$ cat config.mk
export PLATFORM = sky130hd
export DESIGN_NAME = trigger_capture_ctrl
export DESIGN_NICKNAME = d
export VERILOG_FILES = /design/src/rtl/trigger_capture_ctrl.sv
export SDC_FILE = /design/constraint.sdc
export NUM_CORES = 1
export LEC_CHECK = 0
export CORE_MARGIN = 5
export CORE_UTILIZATION = 40
export CTS_CLUSTER_DIAMETER = 60
export DETAILED_ROUTE_END_ITERATION = 7
export GPL_TIMING_DRIVEN = 1
export PLACE_DENSITY = 0.7
export SYNTH_ARGS = -nofsm -noshare
export SYNTH_HDL_FRONTEND = slang
export SYNTH_SLANG_ARGS = --single-unit
$ cat constraint.sdc
create_clock -name clk -period 2.45 [get_ports clk]
set_input_delay 0.49 -clock clk [delete_from_list [all_inputs] [get_ports clk]]
set_output_delay 0.49 -clock clk [all_outputs]
set_load 0.05 [all_outputs]
$ cat src/rtl/trigger_capture_ctrl.sv
`default_nettype none
// ============================================================================
// Module   : trigger_capture_ctrl
// Purpose  : Pre/post trigger capture sequencer. Forwards ADC samples to an
//            AXI-Stream output register while a capture is in progress,
//            counts pre- and post-trigger samples and marks the last beat.
// Option   : TRIGGER_CAPTURE_TIMEOUT_EN enables the WAIT_TRIG auto-trigger
//            timeout; when undefined, timeout_samples is ignored.
// Revision : 1.0 - initial release
// ============================================================================
module trigger_capture_ctrl #(
    parameter int DATA_WIDTH  = 16,
    parameter int COUNT_WIDTH = 16
) (
    input  logic                   clk,
    input  logic                   rst,
    input  logic [DATA_WIDTH-1:0]  in_data,
    input  logic                   in_data_valid,
    input  logic                   trigger,
    input  logic [31:0]            trig_offset_in,
    input  logic                   arm,
    input  logic                   abort,
    input  logic [COUNT_WIDTH-1:0] pre_samples,
    input  logic [COUNT_WIDTH-1:0] post_samples,
    input  logic [COUNT_WIDTH-1:0] timeout_samples,
    output logic [DATA_WIDTH-1:0]  m_axis_tdata,
    output logic                   m_axis_tvalid,
    input  logic                   m_axis_tready,
    output logic                   m_axis_tlast,
    output logic [31:0]            trig_offset,
    output logic                   busy,
    output logic                   done,
    output logic                   overflow,
    output logic                   auto_trig
);

    typedef enum logic [2:0] {
        S_IDLE = 3'd0,
        S_PRE  = 3'd1,
        S_WAIT = 3'd2,
        S_POST = 3'd3,
        S_DONE = 3'd4
    } state_t;

    localparam logic [COUNT_WIDTH-1:0] CNT_ONE = {{(COUNT_WIDTH-1){1'b0}}, 1'b1};

    state_t                 state_q;
    logic [DATA_WIDTH-1:0]  tdata_q;
    logic                   tvalid_q;
    logic                   tlast_q;
    logic                   overflow_q;
    logic [31:0]            trig_offset_q;
    logic [COUNT_WIDTH-1:0] pre_cnt_q;
    logic [COUNT_WIDTH-1:0] post_cnt_q;
    logic [COUNT_WIDTH-1:0] pre_cnt_d;
    logic [COUNT_WIDTH-1:0] post_cnt_d;
    logic [COUNT_WIDTH-1:0] post_target;
    logic                   active;
    logic                   room;
    logic                   fwd;
    logic                   drop;
    logic                   last_beat;

    // A sample moves only while capturing and the output register can take it;
    // abort suppresses forwarding in its own cycle so no partial tlast appears.
    assign active      = (state_q == S_PRE) || (state_q == S_WAIT) || (state_q == S_POST);
    assign room        = !tvalid_q || m_axis_tready;
    assign fwd         = active && !abort && in_data_valid && room;
    assign drop        = active && !abort && in_data_valid && !room;
    assign pre_cnt_d   = (&pre_cnt_q)  ? pre_cnt_q  : pre_cnt_q  + CNT_ONE;
    assign post_cnt_d  = (&post_cnt_q) ? post_cnt_q : post_cnt_q + CNT_ONE;
    assign post_target = (post_samples == '0) ? CNT_ONE : post_samples;
    assign last_beat   = fwd && (post_cnt_d == post_target) &&
                         ((state_q == S_POST) || ((state_q == S_WAIT) && trigger));

`ifdef TRIGGER_CAPTURE_TIMEOUT_EN
    logic                   auto_trig_q;
    logic [COUNT_WIDTH-1:0] to_cnt_q;
    logic [COUNT_WIDTH-1:0] to_cnt_d;
    logic                   to_hit;

    assign to_cnt_d  = (&to_cnt_q) ? to_cnt_q : to_cnt_q + CNT_ONE;
    assign to_hit    = fwd && (timeout_samples != '0) && (to_cnt_d == timeout_samples);
    assign auto_trig = auto_trig_q;
`else
    logic unused_timeout;

    assign unused_timeout = ^timeout_samples;
    assign auto_trig      = 1'b0;
`endif

    // Capture sequencer together with the AXI-Stream output register
    always_ff @(posedge clk) begin
        if (rst) begin
            state_q       <= S_IDLE;
            tdata_q       <= '0;
            tvalid_q      <= 1'b0;
            tlast_q       <= 1'b0;
            overflow_q    <= 1'b0;
            trig_offset_q <= '0;
            pre_cnt_q     <= '0;
            post_cnt_q    <= '0;
`ifdef TRIGGER_CAPTURE_TIMEOUT_EN
            auto_trig_q   <= 1'b0;
            to_cnt_q      <= '0;
`endif
        end else begin
            if (fwd) begin
                tdata_q  <= in_data;
                tvalid_q <= 1'b1;
                tlast_q  <= last_beat;
            end else if (tvalid_q && m_axis_tready) begin
                tvalid_q <= 1'b0;
                tlast_q  <= 1'b0;
            end

            if (drop) begin
                overflow_q <= 1'b1;
            end

            if (active && abort) begin
                state_q <= S_IDLE;
            end else begin
                case (state_q)
                    S_IDLE, S_DONE: begin
                        if (arm && !abort) begin
                            state_q     <= S_PRE;
                            pre_cnt_q   <= '0;
                            post_cnt_q  <= '0;
                            overflow_q  <= 1'b0;
`ifdef TRIGGER_CAPTURE_TIMEOUT_EN
                            to_cnt_q    <= '0;
                            auto_trig_q <= 1'b0;
`endif
                        end
                    end
                    S_PRE: begin
                        if (fwd) begin
                            pre_cnt_q <= pre_cnt_d;
                        end
                        if ((pre_samples == '0) || (fwd && (pre_cnt_d == pre_samples))) begin
                            state_q <= S_WAIT;
                        end
                    end
                    S_WAIT: begin
                        if (trigger) begin
                            trig_offset_q <= trig_offset_in;
                            if (fwd) begin
                                post_cnt_q <= post_cnt_d;
                            end
                            state_q <= last_beat ? S_DONE : S_POST;
                        end
`ifdef TRIGGER_CAPTURE_TIMEOUT_EN
                        else begin
                            if (fwd) begin
                                to_cnt_q <= to_cnt_d;
                            end
                            if (to_hit) begin
                                state_q       <= S_POST;
                                auto_trig_q   <= 1'b1;
                                trig_offset_q <= trig_offset_in;
                            end
                        end
`endif
                    end
                    S_POST: begin
                        if (fwd) begin
                            post_cnt_q <= post_cnt_d;
                        end
                        if (last_beat) begin
                            state_q <= S_DONE;
                        end
                    end
                    default: state_q <= S_IDLE;
                endcase
            end
        end
    end

    assign m_axis_tdata  = tdata_q;
    assign m_axis_tvalid = tvalid_q;
    assign m_axis_tlast  = tlast_q;
    assign trig_offset   = trig_offset_q;
    assign overflow      = overflow_q;
    assign busy          = active;
    assign done          = (state_q == S_DONE);

endmodule
`default_nettype wire

==> reports/results.txt, run 1 <==
status - complete, but fails checks
failing checks - setup timing
Slew Limit Headroom - 0.636
initial antenna violation count - 1
Net Switching - 0.994 mW
Crit-path slowest cell - or4b_4
Post-layout nets - 1110
maxcap violations - 0
layout cells sized above 1 - 0.292
Post-Route Utilization - 0.670
Post-Syn Instances - 724
most frequent cells in the layout - 179 x buf_4, 135 x nand2_1, 135 x clkdlybuf4s50_1
P_int - 2.53 mW
WL/cell - 18.5 um
TritonRoute pass-1 iters - 5
Inst Count DP - 1158
fmax - 0.388 GHz
largest net degree at the start of global routing - 33
initial detailed-routing violation count - 524
Global Route Usage Sum - 0.268
syn_nets - 829
clock sink total - 86
Setup WS post-layout - -129 ps
Clock Power Share - 0.393
Hold Crit Class - register to register
Req. time, crit path - 2680 ps
vias in the first global route - 6640
Area Overhead vs Synth - 64.0%
Async SR Flop Fraction - 0
WP buf/inv - 1
Leak - 3.32 nW
max incr delay on CP - 520 ps
synthesized flop and latch total - 86
detailed placer's ending HPWL - 17.2 mm
Seq/Total Area, Yosys - 0.318
total global routing overflow - 0
first-pass GRT wire length - 34.7 mm
CTS Buffer Depth - 2
commonest non-fill, non-tap cell in the layout - buf_4
clk_skew - 7.92 ps
Seq pwr share - 0.406
die width - 126 um
type of origin of the critical path - register
Routability Congestion - 1.01
Sw Share - 0.282
PortBufs - 139
chip height - 126 um
Clock Latency Late Sink - 340 ps
core area - 0.0132 mm^2
fin cells - 1186
family with the most delay on the worst path - simple AND/OR/NAND/NOR gates
unrepaired setup endpoints after global routing - true
DP Area - 0.00811 mm^2
total negative slack - -252 ps
syn_area_per_cell - 7.47 um^2
vias per std cell - 5.58
routed vias - 6615
number of buffers created by CTS - 9
Synth Cell Area - 0.00541 mm^2
Crit Path Class - register to register
Tightest Pin Transition - 544 ps
WHS - 452 ps
fin crit period - 2580 ps
Slew Limit Fails - 0
antenna-violating nets left - 0
initial core utilization - 0.409
Final Setup Violations - 4
Netlist cell types - 77
TritonCTS clock tree - done
crit share post-route - 1.05
r2r setup slk - -130 ps
Syn. warnings - 0
clock slew at reported path FFs - 70 ps
Main synth FF type - dfxtp_1
worst path arrival time - 2810 ps
CP endpoint kind - register
FP Rows - 42
share of total power in combinational logic - 0.202
PD cells - 397 mW/mm^2
CTS Hold Bufs - 0
peak supply drop - 500 uV
Finished Cell Area - 0.00887 mm^2
Fin. Hold Viols - 0
Die ar. - 0.0160 mm^2
H-Tree Depth - 3
# IOs - 157
DRT Wirelength - 21.9 mm
CP Max Fanout - 3
number of synthesized flops with an enable pin - 0
CP cell instances - buf_4 > and4_4 > nand3_4 > or4b_4 > a221oi_2 > nand4_1 > nor4_4 > o2bb2ai_1 > o211a_1
clock root cell - clkbuf_16
DRC viols - 0
cells by family after synthesis:
| group | count (synthesis) | share of synthesized area |
|---|---|---|
| muxes | 4 | 0.00740 |
| and+or+nand+nor | 341 | 0.334 |
| buffers and inverters | 60 | 0.0497 |
| other | 1 | 0.000693 |
| adders and majority gates | 2 | 0.00462 |
| AOI/OAI and AO/OA | 192 | 0.222 |
| xor gates and xnor gates | 38 | 0.0629 |
| DFF | 86 | 0.318 |
through the flow:
step                setup slack [ps]  power, mW
floorplan                       4.52       1.80
global placement                -428       2.14
detailed placement              -508       2.15
CTS                             -140       3.55
global route                    -211       3.68
finish                          -129       3.52
worst min-delay path: cells and delay by family, from the launching register on:
kind | cells | cell delay [ps]
AOI/OAI and AO/OA | 1 | 50
and+or+nand+nor | 1 | 50
DFF | 1 | 310
routing by layer:
metal,wire length (um),vias up,global-route usage
met3,1780,44,0.0799
met2,10500,268,0.444
met5,0,-,0
li1,-,3175,-
met1,9100,3128,0.340
met4,561,0,0.0732
power groups by stage:
stage | combinational (mW) | sequential (mW) | clock, mW
finish | 0.710 | 1.43 | 1.38
global route | 0.756 | 1.43 | 1.49
CTS | 0.699 | 1.44 | 1.42
detailed placement | 0.687 | 1.47 | 0
global placement | 0.675 | 1.47 | 0
floorplan | 0.271 | 1.53 | 0
Yosys cell counts, drive strengths merged, types with 5 or more instances:
cell type  count  area [um^2]
or4            6         48.8
or3            8         55.1
xor2          10         87.6
nor3          29          155
a211oi        10         80.1
and2           7         43.8
and4           5         46.3
nand2        136          510
inv            8         30.0
xnor2         28          253
o21ai         31          155
nand3b         5         37.5
nor4          18          161
dfxtp         86         1720
a31oi         12         75.1
clkbuf        29          109
nor2b          9         56.3
buf           23          130
nand4         17          159
nand2b         8         50.1
and3           9         56.3
nor2          51          199
nand3         21          125
a21oi         91          459
path summary, 6_finish.rpt:
path / from / to / depth (start not counted)
hold reg to reg: trig_offset[19] / trig_offset[19] / 2
setup reg to reg: pre_cnt_q[3] / state_q[0] / 9
hold / removal: trig_offset[19] / trig_offset[19] / 2
setup / recovery: pre_cnt_q[3] / state_q[0] / 9
flip-flops by register name, indices dropped and copies added (netlist names):
signal	count
pre_cnt_q	16
overflow	1
m_axis_tdata	16
state_q	3
post_cnt_q	16
m_axis_tlast	1
m_axis_tvalid	1
trig_offset	32
cell type report:
cell class                 count  area [um^2]
fill                        1141         4370
multi-input combinational    578         3770
timing repair buffer         322         2790
sequential                    86         1770
clock buffer                   9          225
tap                          176          220
clock inverter                 6         71.3
inverter                       8         30.0
antenna                        1         2.50
repair_timing:
action / 4_1_cts / 5_1_grt
setup buffers: 5 / 7
resized for setup: 47 / 51
cloned: 0 / 0
pin swaps: 19 / 21
endpoints found under the setup margin: 6 / 5
No activity file was read; power rests on OpenSTA's default activity.
==> inputs of run 2 (changes only) <==
- CTS_BUF_LIST: unset -> sky130_fd_sc_hd__clkbuf_8
==> reports/results.txt, run 2 (synthesis results as in run 1) <==
Hold Crit Class - register to register
Routability Congestion - 1.01
initial detailed-routing violation count - 526
Leak - 3.24 nW
PD cells - 363 mW/mm^2
peak supply drop - 308 uV
Setup WS post-layout - -145 ps
initial core utilization - 0.409
H-Tree Depth - 3
type of origin of the critical path - register
number of buffers created by CTS - 9
first-pass GRT wire length - 34.4 mm
Multi-input gate area - 0.00371 mm^2
most frequent cells in the layout - 175 x buf_4, 136 x clkdlybuf4s50_1, 134 x nand2_1
status - complete, but fails checks
register area - 0.00177 mm^2
worst reg2reg startpoint - pre_cnt_q[3]
PortBufs - 139
Tightest Pin Transition - 544 ps
chip height - 126 um
total global routing overflow - 0
fin crit period - 2590 ps
layout cells sized above 1 - 0.284
DRT Wirelength - 21.6 mm
Req. time, crit path - 2720 ps
worst path arrival time - 2860 ps
Die ar. - 0.0160 mm^2
Slew Limit Headroom - 0.636
clock root cell - clkbuf_8
CTS Buffer Depth - 2
routed vias - 6589
failing checks - setup timing
# IOs - 157
CP endpoint kind - register
CTS Hold Bufs - 0
Crit-path slowest cell - or4b_4
WL/cell - 18.3 um
TritonCTS clock tree - done
Largest register FFs - 32
CP cell instances - buf_4 > and4_4 > nand3_4 > or4b_4 > a221oi_2 > nand4_1 > nor4_4 > o2bb2ai_1 > o211a_1
antenna diode count - 0
Finished Cell Area - 0.00869 mm^2
clk_skew - 11.6 ps
clock sink total - 86
Inst Count DP - 1158
Critical R2R Capture - state_q[0]
r2r setup slk - -140 ps
Worst Hold Launch - trig_offset[25]
Crit Path Class - register to register
TritonRoute pass-1 iters - 5
detailed placer's ending HPWL - 17.2 mm
maxcap violations - 0
fin cells - 1181
Slew Limit Fails - 0
Final Setup Violations - 4
Filler cells - 1162
clock slew at reported path FFs - 90 ps
fmax - 0.385 GHz
core area - 0.0132 mm^2
Clock Latency Late Sink - 370 ps
Min-Delay Path Depth - 2
Fin. Hold Viols - 0
initial antenna violation count - 0
unrepaired setup endpoints after global routing - true
crit share post-route - 1.06
CP Max Fanout - 3
max incr delay on CP - 520 ps
Reg2Reg Depth - 9
Hold EP - trig_offset[25]
commonest non-fill, non-tap cell in the layout - buf_4
die width - 126 um
Global Route Usage Sum - 0.266
DRC viols - 0
FP Rows - 42
DP Area - 0.00811 mm^2
Post-layout nets - 1106
Area Overhead vs Synth - 60.6%
largest net degree at the start of global routing - 33
vias in the first global route - 6584
vias per std cell - 5.58
antenna-violating nets left - 0
## run 2: final cells by class
| class | count | share of cell area |
|---|---|---|
| timing repair buffer | 318 | 0.317 |
| clock buffer | 9 | 0.0143 |
| multi-input combinational | 578 | 0.428 |
| inverter | 8 | 0.00346 |
| tap | 176 | 0.0253 |
| clock inverter | 6 | 0.00821 |
| sequential | 86 | 0.204 |
## run 2: metal layers
metal / wire [um] / share of wire / GRT usage
met1: 9140 / 0.42 / 0.338
met2: 10400 / 0.48 / 0.437
met3: 1620 / 0.075 / 0.0803
met4: 515 / 0.024 / 0.0770
met5: 0 / 0 / 0
## run 2: per-stage QoR
stage | total power [mW] | utilization | hold WS [ps] | TNS [ps] | setup slack, ps
after floorplan | 1.80 | - | 511 | 0 | 4.52
after global placement | 2.14 | 0.612 | 441 | -3000 | -428
after detailed placement | 2.15 | 0.612 | 445 | -3730 | -508
after CTS | 3.19 | 0.639 | 447 | -440 | -146
after global routing | 3.32 | 0.656 | 452 | -573 | -222
final | 3.15 | 0.656 | 456 | -286 | -145
## run 2: timing repair
action	CTS	global route
setup endpoints to repair	4	8
hold endpoints to repair	0	0
setup buffers	3	5
pin swaps	16	19
gates resized for setup	37	50
## run 2: report_power, final
group | internal [mW] | total [mW] | switching [mW]
clock | 0.473 | 1.02 | 0.546
sequential | 1.41 | 1.43 | 0.0155
combinational | 0.321 | 0.703 | 0.382
## run 2: how the worst max path moves through the flow
stage | startpoint | to | slack, ps | depth (start not counted)
floorplan | pre_cnt_q[0] | state_q[0] | 5 | 9
finish | pre_cnt_q[3] | state_q[0] | -140 | 9
global route | pre_cnt_q[4] | state_q[0] | -220 | 10
CTS | pre_cnt_q[1] | state_q[0] | -150 | 10
detailed placement | in_data_valid | state_q[0] | -510 | 9
global placement | in_data_valid | state_q[0] | -430 | 9
## run 2: worst max-delay path, delay by kind of cell (launching register included)
| family | cells | cell delay (ps) |
|---|---|---|
| AO/OA/AOI/OAI | 3 | 580 |
| buffers and inverters | 1 | 110 |
| AND/OR/NAND/NOR | 5 | 1420 |
| flip-flops | 1 | 380 |
